--- src/rtl/frame_parser_state_tracer.sv ---
// Passive tracer for the frame parser: logs state transitions with timestamps into an FWFT FIFO, counts transitions and frames, and raises sticky watchdog errors.
// Latency: an entry is visible on rd_data one cycle after its transition is sampled.
// Backpressure: none upstream; a transition arriving while the FIFO is full and not popped is dropped and sets overflow.
module frame_parser_state_tracer #(
    parameter int                 STATE_W     = 4,
    parameter int                 DEPTH       = 16,
    parameter int                 TS_W        = 16,
    parameter logic [STATE_W-1:0] IDLE_STATE  = '0,
    parameter int                 STALL_LIMIT = 1024,
    parameter int                 HOLD_LIMIT  = 256
) (
    input  logic                         clk,
    input  logic                         rst,
    input  logic [STATE_W-1:0]           state,
    input  logic                         frame_valid_hold,
    input  logic                         clear,
    input  logic                         rd_en,
    output logic                         rd_valid,
    output logic [2*STATE_W+TS_W-1:0]    rd_data,
    output logic [$clog2(DEPTH):0]       fifo_count,
    output logic                         overflow,
    output logic                         stall_err,
    output logic                         hold_err,
    output logic [15:0]                  transition_cnt,
    output logic [15:0]                  frame_cnt
);
    localparam int AW = $clog2(DEPTH);
    localparam int CW = AW + 1;
    localparam int EW = 2*STATE_W + TS_W;
    localparam int DW = $clog2(STALL_LIMIT + 1);
    localparam int HW = $clog2(HOLD_LIMIT + 2);

    logic [EW-1:0]      mem [DEPTH];
    logic [STATE_W-1:0] state_q, state_d;
    logic               hold_q, hold_d;
    logic [TS_W-1:0]    ts_q, ts_d;
    logic [AW-1:0]      wr_ptr_q, wr_ptr_d, rd_ptr_q, rd_ptr_d;
    logic [CW-1:0]      count_q, count_d;
    logic               overflow_q, overflow_d;
    logic               stall_err_q, stall_err_d;
    logic               hold_err_q, hold_err_d;
    logic [15:0]        trans_cnt_q, trans_cnt_d;
    logic [15:0]        frame_cnt_q, frame_cnt_d;
    logic [DW-1:0]      dwell_q, dwell_d;
    logic [HW-1:0]      hold_cnt_q, hold_cnt_d;
    logic               transition, full, pop, push;

    always_comb begin
        transition  = (state != state_q);
        full        = (count_q == CW'(DEPTH));
        pop         = rd_en && (count_q != '0) && !clear;
        // A full FIFO can still accept a write when the head leaves in the same cycle.
        push        = transition && !clear && (!full || pop);

        state_d     = state;
        hold_d      = frame_valid_hold;
        ts_d        = ts_q + TS_W'(1);
        wr_ptr_d    = push ? wr_ptr_q + AW'(1) : wr_ptr_q;
        rd_ptr_d    = pop  ? rd_ptr_q + AW'(1) : rd_ptr_q;
        count_d     = count_q;
        overflow_d  = overflow_q | (transition && full && !pop);
        trans_cnt_d = trans_cnt_q;
        frame_cnt_d = frame_cnt_q;
        dwell_d     = dwell_q;
        hold_cnt_d  = '0;

        case ({push, pop})
            2'b10:   count_d = count_q + CW'(1);
            2'b01:   count_d = count_q - CW'(1);
            default: count_d = count_q;
        endcase

        if (transition && trans_cnt_q != 16'hFFFF)
            trans_cnt_d = trans_cnt_q + 16'd1;
        if (frame_valid_hold && !hold_q && frame_cnt_q != 16'hFFFF)
            frame_cnt_d = frame_cnt_q + 16'd1;

        if (transition || state == IDLE_STATE)
            dwell_d = '0;
        else if (dwell_q != DW'(STALL_LIMIT))
            dwell_d = dwell_q + DW'(1);
        stall_err_d = stall_err_q | (dwell_d == DW'(STALL_LIMIT));

        if (frame_valid_hold)
            hold_cnt_d = (hold_cnt_q == HW'(HOLD_LIMIT + 1)) ? hold_cnt_q : hold_cnt_q + HW'(1);
        hold_err_d  = hold_err_q | (hold_cnt_d > HW'(HOLD_LIMIT));

        // state_d / hold_d keep tracking so the cycle after clear sees no stale edge.
        if (clear) begin
            ts_d        = '0;
            wr_ptr_d    = '0;
            rd_ptr_d    = '0;
            count_d     = '0;
            overflow_d  = 1'b0;
            stall_err_d = 1'b0;
            hold_err_d  = 1'b0;
            trans_cnt_d = '0;
            frame_cnt_d = '0;
            dwell_d     = '0;
            hold_cnt_d  = '0;
        end
    end

    always_ff @(posedge clk or posedge rst) begin
        if (rst) begin
            state_q     <= IDLE_STATE;
            hold_q      <= 1'b0;
            ts_q        <= '0;
            wr_ptr_q    <= '0;
            rd_ptr_q    <= '0;
            count_q     <= '0;
            overflow_q  <= 1'b0;
            stall_err_q <= 1'b0;
            hold_err_q  <= 1'b0;
            trans_cnt_q <= '0;
            frame_cnt_q <= '0;
            dwell_q     <= '0;
            hold_cnt_q  <= '0;
        end else begin
            state_q     <= state_d;
            hold_q      <= hold_d;
            ts_q        <= ts_d;
            wr_ptr_q    <= wr_ptr_d;
            rd_ptr_q    <= rd_ptr_d;
            count_q     <= count_d;
            overflow_q  <= overflow_d;
            stall_err_q <= stall_err_d;
            hold_err_q  <= hold_err_d;
            trans_cnt_q <= trans_cnt_d;
            frame_cnt_q <= frame_cnt_d;
            dwell_q     <= dwell_d;
            hold_cnt_q  <= hold_cnt_d;
        end
    end

    always_ff @(posedge clk) begin
        if (push && !rst)
            mem[wr_ptr_q] <= {state_q, state, ts_q};
    end

    // Storage is not reset, so the head is masked to keep outputs defined when empty.
    assign rd_valid       = (count_q != '0);
    assign rd_data        = rd_valid ? mem[rd_ptr_q] : '0;
    assign fifo_count     = count_q;
    assign overflow       = overflow_q;
    assign stall_err      = stall_err_q;
    assign hold_err       = hold_err_q;
    assign transition_cnt = trans_cnt_q;
    assign frame_cnt      = frame_cnt_q;
endmodule

--- config.mk ---
export PLATFORM = sky130hd
export DESIGN_NAME = frame_parser_state_tracer
export DESIGN_NICKNAME = d
export VERILOG_FILES = /design/src/rtl/frame_parser_state_tracer.sv
export SDC_FILE = /design/constraint.sdc
export NUM_CORES = 1
export LEC_CHECK = 0
export CORE_UTILIZATION = 45
export DETAILED_ROUTE_END_ITERATION = 10
export PLACE_DENSITY_LB_ADDON = 0.1
export SLEW_MARGIN = 20
export SYNTH_ARGS = -nofsm -noshare
export SYNTH_HDL_FRONTEND = slang
export SYNTH_SLANG_ARGS = --single-unit
--- constraint.sdc ---
create_clock -name clk -period 10.2 [get_ports clk]
set_input_delay 2.04 -clock clk [delete_from_list [all_inputs] [get_ports clk]]
set_output_delay 2.04 -clock clk [all_outputs]
set_load 0.005 [all_outputs]
==> flow_metrics.py <==
metrics = {
    "run_status": {
        "outcome": "completed",
    },
    "setup_path": {
        "crit_path_max_fanout": 54,
        "start_kind": "flop",
        "path_cells": "buf_4 > mux4_2 > o32a_1 > nand2_1 > a21oi_1 > clkdlybuf4s50_1",
        "crit_required_ps": 8160,
        "crit_start": "rd_ptr_q[0]",
        "setup.worst_path.end_class": "output pin",
        "reg2reg_slack_ps": 6410,
        "critical_path_arrival_ps": 4220,
        "r2r_cells": 10,
        "critPathKind": "flop to output pin",
        "crit_slowest_cell": "dfrtp_4",
        "reg2reg_from": "state_q[0]",
        "r2r-end": "fifo_count[4]",
        "cp.depth": 6,
        "crit_buf_inv": 2,
        "critPathTopFamily": "buffers and inverters",
        "slowest_delay_ps": 1090,
    },
    "cells_and_area": {
        "multi_input_area_um2": 5580,
        "syn_to_final_growth_pct": 16.6,
        "fillerInstances": 3564,
        "nNetsFinal": 1357,
        "drive_gt1_share_pct": 13.0,
        "antenna_cells": 0,
        "regArea_um2": 13800,
    },
    "routing": {
        "met2_length_mm": 21.1,
        "route.met3.wl_mm": 2.03,
        "post_drt_wl_per_cell_um": 23.0,
        "highest-signal-layer": "met4",
        "via_per_inst": 5.66,
        "ant_nets": 0,
        "detail_route.iter0.violations": 637,
        "wirelength_mm": 45.0,
        "vias": 11100,
        "met1Wirelength_mm": 21.1,
        "first_pass_iters": 5,
        "drc_errors": 0,
    },
    "logic_synthesis": {
        "yosysSeqAreaShare_pct": 70.3,
        "synth_xor_area_share_pct": 2.96,
        "ys.flop_type": "edfxtp_1",
        "synth_top_family_by_area": "multiplexers",
        "synth_fp_nets": 1271,
        "synthArstFlopShare_pct": 18.8,
        "yosysWarnings": 0,
        "synthSimpleGateAreaFrac_pct": 6.86,
        "yosys.cell_types.count": 49,
        "synth_area_per_cell_um2": 15.7,
        "synth_compound_area_share_pct": 6.33,
        "synth_edf_count": 384,
        "syn_inst": 1246,
        "synthAdderAreaFrac_pct": 1.06,
        "netlist_area_um2": 19600,
        "ys_seq_elements": 473,
        "synthMuxAreaShare_pct": 10.8,
    },
    "die": {
        "initial_core_util_pct": 45.5,
        "rows": 76,
        "fp.dieH_um": 210,
        "die_area_um2": 44300,
        "io_pins": 74,
        "core_area_um2": 43000,
        "die_w_um": 210,
    },
    "timing": {
        "tightest_slew_ps": 1110,
        "rsz0062_at_grt": "no",
        "final_hold_viol_count": 0,
        "fin_setup_tns_ps": 0,
        "clock_skew_ps": 13.2,
        "max_slew_margin_pct": 25.9,
        "fin_crit_sh_pct": 61.4,
        "fmax_ghz": 0.160,
        "period_needed_ps": 6260,
        "slew_viol_final": 0,
        "setup_viol": 0,
    },
    "power_and_ir_drop": {
        "p_total_w": 0.00487,
        "p_seq_share_pct": 45.3,
        "power_frac_comb_pct": 17.4,
        "peakVddDrop_mv": 0.144,
        "switching_share_pct": 25.5,
        "p_switching_w": 0.00124,
        "p_clk_share_pct": 37.3,
        "power-per-cell-area_nw_per_um2": 214,
        "p_leak_nw": 7.58,
        "p_int_w": 0.00363,
    },
    "global_routing": {
        "antenna_found_initial": 0,
        "grt_pass1_wl_mm": 69.7,
        "grt_overflow": 0,
        "grt_max_degree": 73,
        "track_usage_pct": 21.0,
        "grt_pass1_vias": 11400,
    },
    "clock_tree": {
        "postCtsHoldBufs": 0,
        "root_buffer": "clkbuf_16",
        "cts_setup_buffers": 0,
        "numClockSinks": 473,
        "ctsResizeCount": 0,
        "htree_levels": 2,
        "cts_tree": "yes",
        "clk_pin_slew_ps": 60,
        "clk-insertion-delay-late_ps": 590,
        "cts_made_buffers": 50,
        "clockBufferDepth": 3,
    },
    "worst_hold_path": {
        "min_to": "hold_err",
        "worstHoldPathCells": 1,
        "hold_path_class": "flop to flop",
        "hp-start": "hold_err",
    },
    "job": {
        "maxCapViolCount": 0,
    },
    "place": {
        "portBuffers": 73,
        "dp_hpwl_mm": 24.5,
        "gp_congestion": 0.773,
    },
}
-- sequential cells by signal, summed over array words and instances (netlist names), 4 cells and up --
register	flops
state_q	4
frame_cnt	16
dwell_q	11
fifo_count	5
mem	384
rd_ptr_q	4
hold_cnt_q	9
transition_cnt	16
wr_ptr_q	4
ts_q	16
-- routing by layer --
layer | vias to the layer above | track usage, %
met2 | 242 | 32.8
li1 | 5056 | -
met1 | 5710 | 30.7
met3 | 61 | 3.75
met4 | 0 | 5.30
met5 | - | 0
-- power by group through the flow --
stage / Sequential, W / Combinational [W] / Clock (W)
finish: 0.00221 / 0.000845 / 0.00182
global route: 0.00222 / 0.000919 / 0.00193
CTS: 0.00221 / 0.000864 / 0.00186
detailed placement: 0.00225 / 0.000859 / 0
global placement: 0.00225 / 0.000855 / 0
floorplan: 0.00218 / 0.000588 / 0
-- Yosys cell counts (24+ instances only) --
cell type,instances,share of area (%)
a21oi_1,44,1.1
clkbuf_1,45,0.86
dfrtp_1,89,11
edfxtp_1,384,59
mux2i_1,101,5.2
mux4_2,48,5.5
nand2_1,62,1.2
nand3_1,28,0.72
nor2_1,84,1.6
o21ai_0,35,0.90
o221ai_1,24,1.1
o22ai_1,24,0.77
o32a_1,24,1.2
xnor2_1,30,1.3
xor2_1,36,1.6
-- per-stage QoR --
step	utilization [%]	std cells	setup WS, ps	area, µm²	hold WS [ps]
2_1_floorplan	-	1246	3870	19600	486
3_3_place_gp	49.0	1861	4210	21100	507
3_5_place_dp	49.1	1864	4120	21100	500
4_1_cts	53.0	1956	3870	22800	518
5_1_grt	53.0	1957	3690	22800	528
6_report	53.0	1957	3940	22800	520
-- worst register-to-register path, stage by stage, from the launching register on --
cell     delay [ps]
dfrtp_1         740
xor2_1          170
or4_1           890
or3_1           500
inv_1           120
ha_1            270
nor2b_1         140
o21ai_0         360
nand4_1         150
a32oi_1         200
a21oi_1          90
-- cells in the final DEF (no fill, tap or decap), types with 8 or more instances in the layout --
cell	netlist	final
edfxtp_1	384	384
mux2i_1	101	101
dfrtp_1	89	86
nor2_1	84	76
clkdlybuf4s50_1	0	72
nand2_1	62	61
clkbuf_16	0	51
mux4_2	48	48
a21oi_1	44	44
xor2_1	36	36
o21ai_0	35	35
xnor2_1	30	30
nand3_1	28	28
buf_4	0	25
o22ai_1	24	24
o221ai_1	24	24
o32a_1	24	24
nand4_1	17	17
inv_1	16	15
ha_1	15	15
and3_1	13	13
a211oi_1	13	13
or3_1	13	13
clkbuf_1	45	12
nor3_1	13	11
nor4_1	14	8
nor2_4	0	8
-- layout make-up --
class                      instances  share of cell area [%]
timing repair buffer             102                    4.40
tap                              585                    3.21
clock buffer                      69                    6.16
multi-input combinational        689                    24.5
sequential                       473                    60.4
clock inverter                    23                    1.08
inverter                          16                   0.274
-- logic make-up after synthesis --
| logic type | count (synthesis) |
|---|---|
| fa+ha+maj | 16 |
| mux | 150 |
| flops | 473 |
| buf+inv | 84 |
| xor+xnor | 66 |
| simple gates | 275 |
| compound gates | 182 |
-- worst max path at each step --
stage | endpoint | slack (ps)
floorplan | mem[10][0] | 3870
global placement | fifo_count[4] | 4210
detailed placement | fifo_count[4] | 4120
CTS | rd_data[14] | 3870
global route | rd_data[18] | 3690
finish | rd_data[14] | 3940
No activity file was read; power rests on OpenSTA's default activity.
